File: config.mk
export PLATFORM = sky130hd
export DESIGN_NAME = alu_issue_regfile_flat
export DESIGN_NICKNAME = d
export VERILOG_FILES = /design/src/rtl/alu_issue_regfile_if.sv /design/src/rtl/alu_issue_regfile.sv /design/src/flat_wrapper.sv
export SDC_FILE = /design/constraint.sdc
export NUM_CORES = 1
export LEC_CHECK = 0
export CAP_MARGIN = 20
export CELL_PAD_IN_SITES_DETAIL_PLACEMENT = 1
export CELL_PAD_IN_SITES_GLOBAL_PLACEMENT = 2
export CORE_MARGIN = 5
export CORE_UTILIZATION = 43
export CTS_CLUSTER_SIZE = 25
export DETAILED_ROUTE_END_ITERATION = 12
export HOLD_SLACK_MARGIN = 0.05
export MAX_ROUTING_LAYER = met4
export PLACE_DENSITY_LB_ADDON = 0.1
export SLEW_MARGIN = 10
export SYNTH_ARGS = -nofsm -noshare
export SYNTH_HDL_FRONTEND = slang
export SYNTH_SLANG_ARGS = --single-unit
File: constraint.sdc
create_clock -name clk -period 6.73 [get_ports clk]
set_clock_uncertainty 0.05 [all_clocks]
set_input_delay 1.0095 -clock clk [delete_from_list [all_inputs] [get_ports clk]]
set_output_delay 1.0095 -clock clk [all_outputs]
set_load 0.01 [all_outputs]
File: src/rtl/alu_issue_regfile_if.sv
// Instruction, ALU operand/result and writeback signals of the ALU issue stage.
// Latency: none, plain signal bundle.
// Backpressure: in_valid/in_ready handshake on the instruction side; writeback is a pulse with no stall.
interface alu_issue_regfile_if #(
   parameter int WIDTH = 64,
   parameter int AW    = 3
);
   logic             in_valid;
   logic             in_ready;
   logic [3:0]       in_op;
   logic [AW-1:0]    in_rd;
   logic [AW-1:0]    in_rs1;
   logic [AW-1:0]    in_rs2;
   logic [WIDTH-1:0] in_imm;

   logic [WIDTH-1:0] alu_a;
   logic [WIDTH-1:0] alu_b;
   logic [3:0]       alu_op;
   logic [WIDTH-1:0] alu_result;
   logic             alu_carry;

   logic             wb_valid;
   logic [AW-1:0]    wb_rd;
   logic [WIDTH-1:0] wb_data;

   // Upstream instruction source, ALU and writeback observer side.
   modport master (
      output in_valid, in_op, in_rd, in_rs1, in_rs2, in_imm,
      input  in_ready,
      input  alu_a, alu_b, alu_op,
      output alu_result, alu_carry,
      input  wb_valid, wb_rd, wb_data
   );

   // Issue stage side.
   modport slave (
      input  in_valid, in_op, in_rd, in_rs1, in_rs2, in_imm,
      output in_ready,
      output alu_a, alu_b, alu_op,
      input  alu_result, alu_carry,
      output wb_valid, wb_rd, wb_data
   );
endinterface

File: src/rtl/alu_issue_regfile.sv
// Operand fetch / writeback stage with a small register file in front of a combinational 64-bit ALU.
// Latency: ALU op writes 1 edge after accept, wb_valid the cycle after; LOADI writes at accept. Re-accept after 3 (ALU) / 2 (LOADI) cycles.
// Backpressure: in_ready is high only in IDLE; one instruction in flight, no overlap so no hazards.
// Optional: define ALU_ZERO_FLAG_EN to add the zero_flag output.
module alu_issue_regfile #(
   parameter int WIDTH = 64,
   parameter int AW    = 3
) (
   input  logic                 clk,
   input  logic                 rst_n,
   alu_issue_regfile_if.slave   bus,
   output logic                 carry_flag,
   output logic                 div0_err,
   input  logic [AW-1:0]        dbg_addr,
   output logic [WIDTH-1:0]     dbg_data
`ifdef ALU_ZERO_FLAG_EN
   ,
   output logic                 zero_flag
`endif
);

   localparam logic [3:0] OP_ADD   = 4'b0000;
   localparam logic [3:0] OP_DIV   = 4'b0011;
   localparam logic [3:0] OP_LOADI = 4'b1111;

   typedef enum logic [1:0] {
      S_IDLE = 2'd0,
      S_EXEC = 2'd1,
      S_WB   = 2'd2
   } state_t;

   // Instruction fields that must survive past the accept edge.
   typedef struct packed {
      logic [3:0]    op;
      logic [AW-1:0] rd;
   } meta_t;

   state_t           state_q;
   state_t           state_d;
   meta_t            meta_q;
   logic [WIDTH-1:0] rf [2**AW];

   logic [WIDTH-1:0] alu_a_q;
   logic [WIDTH-1:0] alu_b_q;
   logic [3:0]       alu_op_q;
   logic             wb_valid_q;
   logic [AW-1:0]    wb_rd_q;
   logic [WIDTH-1:0] wb_data_q;
   logic             carry_q;
   logic             div0_q;
   logic             in_ready_c;

   logic             accept;
   logic             is_loadi;
   logic             div0_hit;
   logic [WIDTH-1:0] rs1_val;
   logic [WIDTH-1:0] rs2_val;

`ifdef ALU_ZERO_FLAG_EN
   logic             zero_q;
   assign zero_flag = zero_q;
`endif

   // Operands come from the register state as it stands at the accept edge.
   assign rs1_val  = rf[bus.in_rs1];
   assign rs2_val  = rf[bus.in_rs2];
   assign accept   = bus.in_valid && (state_q == S_IDLE);
   assign is_loadi = (bus.in_op == OP_LOADI);
   // A DIV whose divisor register is zero is screened out before reaching the ALU.
   assign div0_hit = accept && (bus.in_op == OP_DIV) && (rs2_val == '0);

   assign bus.in_ready = in_ready_c;
   assign bus.alu_a    = alu_a_q;
   assign bus.alu_b    = alu_b_q;
   assign bus.alu_op   = alu_op_q;
   assign bus.wb_valid = wb_valid_q;
   assign bus.wb_rd    = wb_rd_q;
   assign bus.wb_data  = wb_data_q;
   assign carry_flag   = carry_q;
   assign div0_err     = div0_q;
   assign dbg_data     = rf[dbg_addr];

   // State register.
   always_ff @(posedge clk) begin
      if (!rst_n) begin
         state_q <= S_IDLE;
      end else begin
         state_q <= state_d;
      end
   end

   // Next-state and handshake decode.
   always_comb begin
      state_d    = state_q;
      in_ready_c = 1'b0;
      case (state_q)
         S_IDLE: begin
            in_ready_c = 1'b1;
            if (bus.in_valid) begin
               if (is_loadi) begin
                  state_d = S_WB;
               end else if (div0_hit) begin
                  state_d = S_IDLE;
               end else begin
                  state_d = S_EXEC;
               end
            end
         end
         S_EXEC:  state_d = S_WB;
         S_WB:    state_d = S_IDLE;
         default: state_d = S_IDLE;
      endcase
   end

   // Datapath: operand launch, result capture, register file write and status flags.
   always_ff @(posedge clk) begin
      if (!rst_n) begin
         for (int i = 0; i < (1 << AW); i++) begin
            rf[i] <= '0;
         end
         meta_q     <= '0;
         alu_a_q    <= '0;
         alu_b_q    <= '0;
         alu_op_q   <= '0;
         wb_valid_q <= 1'b0;
         wb_rd_q    <= '0;
         wb_data_q  <= '0;
         carry_q    <= 1'b0;
         div0_q     <= 1'b0;
`ifdef ALU_ZERO_FLAG_EN
         zero_q     <= 1'b0;
`endif
      end else begin
         // wb_valid is a single-cycle pulse; only the write edges raise it.
         wb_valid_q <= 1'b0;
         case (state_q)
            S_IDLE: begin
               if (accept) begin
                  meta_q <= '{op: bus.in_op, rd: bus.in_rd};
                  // Any accepted instruction clears the sticky flag; a rejected DIV re-sets it.
                  div0_q <= div0_hit;
                  if (is_loadi) begin
                     rf[bus.in_rd] <= bus.in_imm;
                     wb_valid_q    <= 1'b1;
                     wb_rd_q       <= bus.in_rd;
                     wb_data_q     <= bus.in_imm;
`ifdef ALU_ZERO_FLAG_EN
                     zero_q        <= (bus.in_imm == '0);
`endif
                  end else if (!div0_hit) begin
                     alu_a_q  <= rs1_val;
                     alu_b_q  <= rs2_val;
                     alu_op_q <= bus.in_op;
                  end
               end
            end
            S_EXEC: begin
               rf[meta_q.rd] <= bus.alu_result;
               wb_valid_q    <= 1'b1;
               wb_rd_q       <= meta_q.rd;
               wb_data_q     <= bus.alu_result;
               if (meta_q.op == OP_ADD) begin
                  carry_q <= bus.alu_carry;
               end
`ifdef ALU_ZERO_FLAG_EN
               zero_q        <= (bus.alu_result == '0);
`endif
            end
            default: begin
            end
         endcase
      end
   end

endmodule

File: src/flat_wrapper.sv
// flat-port wrapper written by rule: the top's interface ports become plain ports
module alu_issue_regfile_flat 
#(
   parameter int WIDTH = 64,
   parameter int AW    = 3
)
  (clk, rst_n, carry_flag, div0_err, dbg_addr, dbg_data, bus_in_valid, bus_in_op, bus_in_rd, bus_in_rs1, bus_in_rs2, bus_in_imm, bus_in_ready, bus_alu_a, bus_alu_b, bus_alu_op, bus_alu_result, bus_alu_carry, bus_wb_valid, bus_wb_rd, bus_wb_data);
  alu_issue_regfile_if #(.WIDTH(WIDTH), .AW(AW)) bus_i ();
  input  logic clk;
  input  logic rst_n;
  output logic carry_flag;
  output logic div0_err;
  input  logic [AW-1:0] dbg_addr;
  output logic [WIDTH-1:0] dbg_data;
  input wire logic [$bits(bus_i.in_valid)-1:0] bus_in_valid;
  input wire logic [$bits(bus_i.in_op)-1:0] bus_in_op;
  input wire logic [$bits(bus_i.in_rd)-1:0] bus_in_rd;
  input wire logic [$bits(bus_i.in_rs1)-1:0] bus_in_rs1;
  input wire logic [$bits(bus_i.in_rs2)-1:0] bus_in_rs2;
  input wire logic [$bits(bus_i.in_imm)-1:0] bus_in_imm;
  output wire logic [$bits(bus_i.in_ready)-1:0] bus_in_ready;
  output wire logic [$bits(bus_i.alu_a)-1:0] bus_alu_a;
  output wire logic [$bits(bus_i.alu_b)-1:0] bus_alu_b;
  output wire logic [$bits(bus_i.alu_op)-1:0] bus_alu_op;
  input wire logic [$bits(bus_i.alu_result)-1:0] bus_alu_result;
  input wire logic [$bits(bus_i.alu_carry)-1:0] bus_alu_carry;
  output wire logic [$bits(bus_i.wb_valid)-1:0] bus_wb_valid;
  output wire logic [$bits(bus_i.wb_rd)-1:0] bus_wb_rd;
  output wire logic [$bits(bus_i.wb_data)-1:0] bus_wb_data;
  assign bus_i.in_valid = bus_in_valid;
  assign bus_i.in_op = bus_in_op;
  assign bus_i.in_rd = bus_in_rd;
  assign bus_i.in_rs1 = bus_in_rs1;
  assign bus_i.in_rs2 = bus_in_rs2;
  assign bus_i.in_imm = bus_in_imm;
  assign bus_in_ready = bus_i.in_ready;
  assign bus_alu_a = bus_i.alu_a;
  assign bus_alu_b = bus_i.alu_b;
  assign bus_alu_op = bus_i.alu_op;
  assign bus_i.alu_result = bus_alu_result;
  assign bus_i.alu_carry = bus_alu_carry;
  assign bus_wb_valid = bus_i.wb_valid;
  assign bus_wb_rd = bus_i.wb_rd;
  assign bus_wb_data = bus_i.wb_data;
  alu_issue_regfile #(.WIDTH(WIDTH), .AW(AW)) u_core (.clk(clk), .rst_n(rst_n), .bus(bus_i), .carry_flag(carry_flag), .div0_err(div0_err), .dbg_addr(dbg_addr), .dbg_data(dbg_data));
endmodule
==> metrics.yaml, run 1 <==
dr.pass1.iters: 6
drtAntennaViolNets: 0
totalWireLength_microns: 165000
cap_violations: 0
dp_slack_ps: 1310
synth.top_cell.area_share: 0.382
hold_path_class: "register to register"
synth_cell_types: 46
first_global_vias: 32500
vias: 32100
fin_crit_sh: 0.719
drc: 0
io_pins: 415
drt-initial-drc-count: 4470
grt_antenna_before_repair: 3
netlist_instances: 3245
final_cell_mix: "592 x nor2_1, 512 x edfxtp_1, 404 x clkdlybuf4s50_1, 357 x mux4_2, 258 x mux2i_1"
grt_usage: 0.332
critPathKind: "primary input to register"
synth_area_leaders: "edfxtp_1 38%, mux4_2 20%, dfxtp_1 11%"
m1WireLength_microns: 66300
layout_commonest_cell: "nor2_1"
cp-end-kind: "register"
yosys_most_used_dff: "edfxtp_1"
arrival_ps: 5360
initial_core_util: 0.432
synth_edf_count: 512
cts_made_buffers: 85
layout-drive-gt1-share: 0.200
cpPeakStageDelay_ps: 840
synth_warnings: 0
crit_chain: "buf_4, buf_12, mux4_2, mux2_2, a2111oi_4, nand4_1, or4_4, buf_12, or4_1, nand3_1"
wl_met3_microns: 16900
top_layer: "met4"
fin_ws_ps: 1890
period_minus_slack_ps: 4840
async_flop_share: 0
outcome: "finished, final reports clean"
core-area_sq_um: 93000
htreeDepth: 3
globalplace.congestion: 0.894
rsz0062_at_grt: "false"
fmax_mhz: 207
cts_resized: 0
tns_ps: 0
fp-row-count: 112
hold_viol: 0
tightest_slew_ps: 1120
cp_max_fo: 67
slew_headroom: 0.233
synth-seq-cells: 723
cts.sinks: 723
cp.required_ps: 7250
powerDensity_nw_per_um2: 251
die_w_microns: 316
yosysTopAreaCell: "edfxtp_1"
clk_path_buf_depth: 3
clk_pin_slew_worst_paths_ps: 60
grt_pass1_wl_microns: 236000
p_leak_nw: 18.0
viasPerCell: 6.63
nets: 3666
grt_max_degree: 133
overflow: 0
ir_drop_mv: 0.181
postCtsHoldBufs: 0
die_area_sq_um: 99800
cts_setup_buffers: 0
hpwlAfterDp_microns: 107000
cp_slowest_cell: "or4_4"
cts_tree: "yes"
route.met2.wl_microns: 75300
critPathMostFrequentCell: "buf_12"
fp.dieH_microns: 316
synth_nets: 3393
portBuffers: 414
post_drt_wl_per_cell_microns: 34.0
netlist_area_sq_um: 40200
setup_viol: 0
ctsRootBufferMaster: "clkbuf_16"
clock_latency_ps: 660
synth_seq_area_share: 0.487
start_kind: "primary input"
finalMaxSlewViolations: 0
area_delta_synth_final_pct: 21.1
avgSynthCellArea_sq_um: 12.4
-- cell families after synthesis --
logic type	share of synthesized area
compound gates	0.0674
buf+inv	0.0322
flops	0.487
mux	0.287
simple gates	0.126
-- synth_stat cells (all sizes together) (5+ instances only) --
| library cell | n |
|---|---|
| nand2b | 22 |
| and2 | 9 |
| nand4 | 13 |
| clkbuf | 232 |
| a21boi | 8 |
| a22oi | 26 |
| nand3 | 196 |
| a21oi | 8 |
| nor3 | 9 |
| nand2 | 197 |
| o211a | 67 |
| nor2 | 592 |
| a2bb2oi | 64 |
| edfxtp | 512 |
| or4 | 66 |
| mux2 | 80 |
| nor2b | 5 |
| nor3b | 8 |
| o221ai | 7 |
| dfxtp | 211 |
| mux4 | 357 |
| o211ai | 85 |
| or2 | 14 |
| buf | 87 |
| mux2i | 259 |
| nor4 | 13 |
| o21ai | 78 |
-- state kept, by name, indices dropped and copies added, names as in the netlist --
register             cells
u_core.bus.wb_rd         3
u_core.rf              512
u_core.bus.wb_data      64
u_core.bus.alu_a        64
u_core.state_q           2
u_core.bus.alu_op        4
u_core.carry_flag        1
u_core.bus.wb_valid      1
u_core.div0_err          1
u_core.bus.alu_b        64
u_core.meta_q            7
-- power breakdown --
part	leakage, nW	internal (mW)	switching, mW	total, mW
clock	1.45	2.99	1.98	4.97
combinational	9.53	0.924	1.14	2.07
sequential	7.04	5.01	0.197	5.20
total	18.0	8.92	3.33	12.2
-- worst paths after layout --
check                           slack [ps]  depth (start not counted)                    to             start
worst min register to register         440                          2      u_core.meta_q[6]  u_core.meta_q[6]
worst min-delay path                   440                          2      u_core.meta_q[6]  u_core.meta_q[6]
worst max register to register        2680                          9  u_core.bus.alu_a[12]  u_core.rf[1][45]
worst max-delay path                  1890                         10  u_core.bus.alu_a[12]     bus_in_rs2[1]
-- routing by layer --
layer,GRT usage,vias to the layer above
li1,-,13100
met1,0.452,16900
met2,0.505,1849
met3,0.0659,313
met4,0.112,0
met5,-,-
-- cell type report --
type	instances	area (sq um)
fill	9388	44400
tap	1254	1570
multi-input combinational	2201	19500
sequential	723	19600
clock inverter	43	572
antenna	2	5.00
timing repair buffer	505	5070
clock buffer	115	2380
inverter	2	7.51
-- critical path: cells and delay by family --
family                 cells  cell delay [ps]
AO/OA/AOI/OAI              1              320
buffers and inverters      3             1340
AND/OR/NAND/NOR            4             1640
multiplexers               2              910
-- per-stage QoR --
| stage | instances | utilization | hold slack [ps] | power [mW] | instance area, sq um |
|---|---|---|---|---|---|
| final | 4845 | 0.523 | 441 | 12.2 | 48700 |
| after global routing | 4845 | 0.523 | 463 | 12.6 | 48700 |
| after CTS | 4838 | 0.523 | 444 | 12.3 | 48600 |
| after detailed placement | 4680 | 0.491 | 436 | 7.33 | 45700 |
| after global placement | 4677 | 0.490 | 405 | 7.27 | 45600 |
| after floorplan | 3245 | - | 393 | 6.30 | 40200 |
(Power assumes the default switching activity.)
==> run 2, diff against run 1 <==
--- a/config.mk
+++ b/config.mk
@@ -9,7 +9,7 @@
 export CELL_PAD_IN_SITES_DETAIL_PLACEMENT = 1
 export CELL_PAD_IN_SITES_GLOBAL_PLACEMENT = 2
 export CORE_MARGIN = 5
-export CORE_UTILIZATION = 43
+export CORE_UTILIZATION = 40
 export CTS_CLUSTER_SIZE = 25
 export DETAILED_ROUTE_END_ITERATION = 12
 export HOLD_SLACK_MARGIN = 0.05
==> constraint.sdc (replaced) <==
create_clock -name clk -period 4.95 [get_ports clk]
set_clock_uncertainty 0.05 [all_clocks]
set_input_delay 0.7425 -clock clk [delete_from_list [all_inputs] [get_ports clk]]
set_output_delay 0.7425 -clock clk [all_outputs]
set_load 0.01 [all_outputs]
==> metrics.yaml, run 2 (same netlist as run 1, synthesis figures left out) <==
core-area_sq_um: 100000  # +7.5%
post_drt_wl_per_cell_microns: 33.7  # -0.75%
cp-end-kind: "register"
period_minus_slack_ps: 4040
fp.dieH_microns: 327  # +3.6%
power_mw: 16.5  # +35%
overflow: 0  # unchanged
layout_commonest_cell: "nor2_1"
tightest_slew_ps: 1200  # +83.2 ps
fin_crit_sh: 0.815
drtAntennaViolNets: 0  # unchanged
die_area_sq_um: 107000  # +7.3%
cap_violations: 0  # unchanged
setup_viol: 0  # unchanged
rsz0062_at_grt: "false"
drc: 0  # unchanged
die_w_microns: 327  # +3.6%
critPathKind: "primary input to register"
fmax_mhz: 248
ir_drop_mv: 0.232  # +28%
htreeDepth: 3  # unchanged
cp_max_fo: 63  # -6.0%
globalplace.congestion: 0.881  # -1.5%
grt_usage: 0.310  # -0.0222
powerDensity_nw_per_um2: 335  # +33%
viasPerCell: 6.47  # -2.4%
outcome: "finished, final reports clean"
fp-row-count: 116  # +3.6%
grt_antenna_before_repair: 12  # +9
layout-drive-gt1-share: 0.205  # +0.00557
largest_register: "u_core.rf"
vias: 31900  # -0.58%
first_global_vias: 32600  # +0.30%
area_delta_synth_final_pct: 22.2
cts_setup_buffers: 0  # unchanged
drt-initial-drc-count: 3710  # -17%
portBuffers: 414  # unchanged
clk_pin_slew_worst_paths_ps: 60  # about the same
hpwlAfterDp_microns: 110000  # +2.2%
dr.pass1.iters: 5  # -1
nets: 3704  # +1.0%
grt_max_degree: 189  # +42%
ctsRootBufferMaster: "clkbuf_16"
tns_ps: 0  # unchanged
final_cell_mix: "592 x nor2_1, 512 x edfxtp_1, 404 x clkdlybuf4s50_1, 357 x mux4_2, 259 x mux2i_1"
cts.sinks: 723  # unchanged
start_kind: "primary input"
cts_resized: 0  # unchanged
postCtsHoldBufs: 0  # unchanged
cp.required_ps: 5490  # -1760 ps
cts_made_buffers: 85  # unchanged
finalMaxSlewViolations: 0  # unchanged
cts_tree: "yes"
grt_pass1_wl_microns: 236000  # +0.20%
totalWireLength_microns: 167000  # +1.1%
arrival_ps: 4580  # -780 ps
clock_latency_ps: 660  # about the same
p_leak_nw: 18.2  # +1.1%
hold_viol: 0  # unchanged
whs_ps: 420  # -21.6 ps
slew_headroom: 0.198  # -0.0341
initial_core_util: 0.402  # -0.0300
clk_path_buf_depth: 3  # unchanged
largest_reg_flops: 512  # unchanged
hold_path_class: "register to register"
io_pins: 415  # unchanged
==> run 2: changes by cell type in the layout (fill, tap and decap cells not counted), sizes merged <==
cell and delta:
clkbuf +4, buf +38, inv -1, clkinvlp +2
bufinv -4, diode +8
==> run 2: path summary, 6_finish.rpt <==
| kind | startpoint | to | slack, ps | depth (start not counted) |
|---|---|---|---|---|
| setup reg to reg | u_core.rf[3][39] | u_core.bus.alu_a[56] | 1150 | 10 |
| setup / recovery | bus_in_rs2[0] | u_core.bus.alu_a[56] | 910 | 11 |
| hold reg to reg | u_core.meta_q[5] | u_core.meta_q[5] | 420 | 2 |
| hold / removal | u_core.meta_q[5] | u_core.meta_q[5] | 420 | 2 |
==> run 2: layout make-up <==
| cell class | count | area (sq um) |
|---|---|---|
| diodes | 10 | 25.0 |
| clock inverters | 40 | 445 |
| inverters | 2 | 7.51 |
| clock buffers | 119 | 2400 |
| multi-input cells | 2201 | 19500 |
| fillers | 10100 | 50900 |
| flip-flops and latches | 723 | 19600 |
| well taps | 1298 | 1620 |
| repair buffers | 543 | 5600 |
==> run 2: critical path, stage by stage <==
cell	delay [ps]
buf_4	280
inv_1	470
buf_4	460
buf_4	260
mux2_2	360
a21oi_1	230
nand4_1	200
or4_4	590
buf_12	200
or4_1	550
nand3_1	100
==> run 2: stage by stage <==
stage	utilization	cell area, sq um	setup slack (ps)	cells
final	0.491	49100	914	4936
after global routing	0.491	49100	797	4936
after CTS	0.491	49100	944	4921
after detailed placement	0.462	46200	266	4762
after global placement	0.462	46200	-158	4759
after floorplan	-	40200	863	3245
==> run 2: layer usage <==
metal,vias up,part of all wire,global-route usage
met3,304,0.11,0.0913
met5,-,0,-
met4,0,0.038,0.111
li1,13200,-,-
met1,16600,0.39,0.399
met2,1845,0.45,0.470
==> run 2: where the power goes <==
| part | internal [mW] | total (mW) | switching, mW |
|---|---|---|---|
| clock network | 3.86 | 6.54 | 2.68 |
| logic | 1.30 | 2.86 | 1.56 |
| registers | 6.81 | 7.08 | 0.271 |
| total | 12.0 | 16.5 | 4.51 |
==> run 3, diff against run 2 <==
==> constraint.sdc (replaced) <==
create_clock -name clk -period 4.11 [get_ports clk]
set_clock_uncertainty 0.05 [all_clocks]
set_input_delay 0.6165 -clock clk [delete_from_list [all_inputs] [get_ports clk]]
set_output_delay 0.6165 -clock clk [all_outputs]
set_load 0.01 [all_outputs]
==> metrics.yaml, run 3 (same netlist as run 1, synthesis figures left out) <==
fp-row-count: 116  # unchanged
grt_antenna_before_repair: 11  # -1
fp.dieH_microns: 327  # unchanged
clock_latency_ps: 670  # about the same
clk_path_buf_depth: 3  # unchanged
cts.sinks: 723  # unchanged
hold_viol: 0  # unchanged
placed_cells: 4833  # +1.5%
ir_drop_mv: 0.329  # +42%
io_pins: 415  # unchanged
nFillCells: 10000  # -1.1%
cp_slowest_cell: "or4_4"
p_sw_mw: 5.47  # +21%
r2r_end: "u_core.bus.alu_a[49]"
p_leak_nw: 18.6  # +2.2%
grt_max_degree: 133  # -30%
crit_chain: "mux4_2, mux2_2, a2111oi_0, buf_4, nand4_1, or4_4, buf_12, or4_1, nand3_1"
swShare: 0.276  # +0.00173
fin_crit_sh: 0.879
drtAntennaViolNets: 0  # unchanged
ctsRootBufferMaster: "clkbuf_16"
layout-drive-gt1-share: 0.220  # +0.0143
drt-initial-drc-count: 3742  # +0.86%
cp-end-kind: "register"
htreeDepth: 3  # unchanged
r2r_setup_slack_ps: 500  # -650 ps
totalWireLength_microns: 169000  # +1.6%
stdcell_count: 4999  # +1.3%
viasPerCell: 6.45  # -0.19%
grt_usage: 0.315  # +0.00502
cts_setup_buffers: 0  # unchanged
critical_path.startpoint: "u_core.rf[2][39]"
powerDensity_nw_per_um2: 399  # +19%
tightest_slew_ps: 1140  # -58.2 ps
rsz0062_at_grt: "false"
die_area_sq_um: 107000  # unchanged
die_w_microns: 327  # unchanged
cts_tree: "yes"
finalMaxSlewViolations: 0  # unchanged
min_to: "u_core.bus.alu_b[40]"
clk_pin_slew_worst_paths_ps: 60  # about the same
overflow: 0  # unchanged
drc: 0  # unchanged
arrival_ps: 4150  # -430 ps
globalplace.congestion: 0.895  # +1.6%
ff2ff_path_depth: 9  # -1
start_kind: "register"
hpwlAfterDp_microns: 115000  # +4.3%
cts_resized: 0  # unchanged
cap_violations: 0  # unchanged
area_delta_synth_final_pct: 23.7
power_mw: 19.8  # +21%
fmax_mhz: 277
tns_ps: 0  # unchanged
worst-path-buf-inv: 2  # -3
p_comb_frac: 0.178  # +0.004
nets: 3771  # +1.8%
grt_pass1_wl_microns: 240000  # +1.7%
first_global_vias: 32900  # +1.1%
period_minus_slack_ps: 3610
post_drt_wl_per_cell_microns: 33.8  # +0.32%
largest_reg_flops: 512  # unchanged
outcome: "finished, final reports clean"
layout_commonest_cell: "nor2_1"
critPathTopFamily: "simple AND/OR/NAND/NOR gates"
p_int_mw: 14.4  # +20%
postCtsHoldBufs: 0  # unchanged
cts_made_buffers: 86  # +1.2%
vias: 32300  # +1.1%
initial_core_util: 0.402  # unchanged
hold_path_class: "primary input to register"
dr.pass1.iters: 6  # +1
pwr-share-seq: 0.430  # about the same
r2r-start: "u_core.rf[2][39]"
setup_viol: 0  # unchanged
core-area_sq_um: 100000  # unchanged
slew_headroom: 0.237  # +0.0388
whs_ps: 310  # -110 ps
cp_max_fo: 64  # +1.6%
critPathKind: "register to register"
cp.required_ps: 4640  # -850 ps
hold_depth: 3  # +1
power.clock.fraction: 0.392  # -0.005
final_cell_mix: "592 x nor2_1, 512 x edfxtp_1, 404 x clkdlybuf4s50_1, 357 x mux4_2, 259 x mux2i_1"
min_from: "rst_n"
largest_register: "u_core.rf"
portBuffers: 414  # unchanged
cpPeakStageDelay_ps: 590  # about the same
run 3: cell count changes in the layout (fill, tap and decap cells not counted), moves of 2 or more:
cell / before / now
buf_12: 39 / 52
clkbuf_4: 0 / 3
clkinv_1: 9 / 13
buf_4: 95 / 149
clkbuf_16: 88 / 90
clkinvlp_4: 5 / 1
diode_2: 10 / 5
clkbuf_1: 23 / 21
bufinv_16: 9 / 6
clkinv_4: 0 / 2
clkinv_2: 12 / 14
inv_6: 5 / 2
run 3: per-layer routing:
metal | global-route usage | up-vias | part of all wire
li1 | - | 13300 | -
met1 | 0.413 | 16900 | 0.41
met2 | 0.495 | 1705 | 0.47
met3 | 0.0642 | 299 | 0.091
met4 | 0.104 | 0 | 0.036
met5 | - | - | 0
run 3: metrics by stage:
stage / setup slack, ps / area (sq um) / utilization
5_1_grt: 329 / 49800 / 0.498
2_1_floorplan: 149 / 40200 / -
6_report: 496 / 49800 / 0.498
3_3_place_gp: -5.11 / 46900 / 0.469
3_5_place_dp: -34.9 / 46900 / 0.469
4_1_cts: 560 / 49800 / 0.498
run 3: worst register-to-register path: cells and delay by family, from the launching register on:
family | cells | cell delay [ps]
AOI/OAI and AO/OA | 1 | 390
buffers and inverters | 2 | 450
DFF | 1 | 440
muxes | 2 | 770
and+or+nand+nor | 4 | 1440
run 3: worst max-delay path by stage:
stage	endpoint	slack (ps)	cells after the start
global placement	u_core.bus.alu_a[54]	-5	10
detailed placement	u_core.bus.alu_a[50]	-30	11
finish	u_core.bus.alu_a[49]	500	9
floorplan	u_core.rf[5][0]	150	8
CTS	u_core.bus.alu_a[14]	560	9
global route	u_core.bus.alu_a[39]	330	9
run 3: layout make-up:
class	count	area [sq um]	share of cell area
Clock inverter	39	358	0.00719
Sequential cell	723	19600	0.394
Timing Repair Buffer	609	6260	0.126
Antenna cell	5	12.5	0.000251
Multi-Input combinational cell	2201	19500	0.391
Tap cell	1298	1620	0.0326
Clock buffer	122	2460	0.0495
Inverter	2	7.51	0.000151
run 3: power by group through the flow:
| stage | registers (mW) | clock network [mW] | logic [mW] |
|---|---|---|---|
| finish | 8.53 | 7.79 | 3.53 |
| global route | 8.56 | 8.20 | 3.69 |
| CTS | 8.52 | 7.90 | 3.53 |
| detailed placement | 8.67 | 0 | 3.51 |
| global placement | 8.63 | 0 | 3.46 |
| floorplan | 8.63 | 0 | 1.68 |
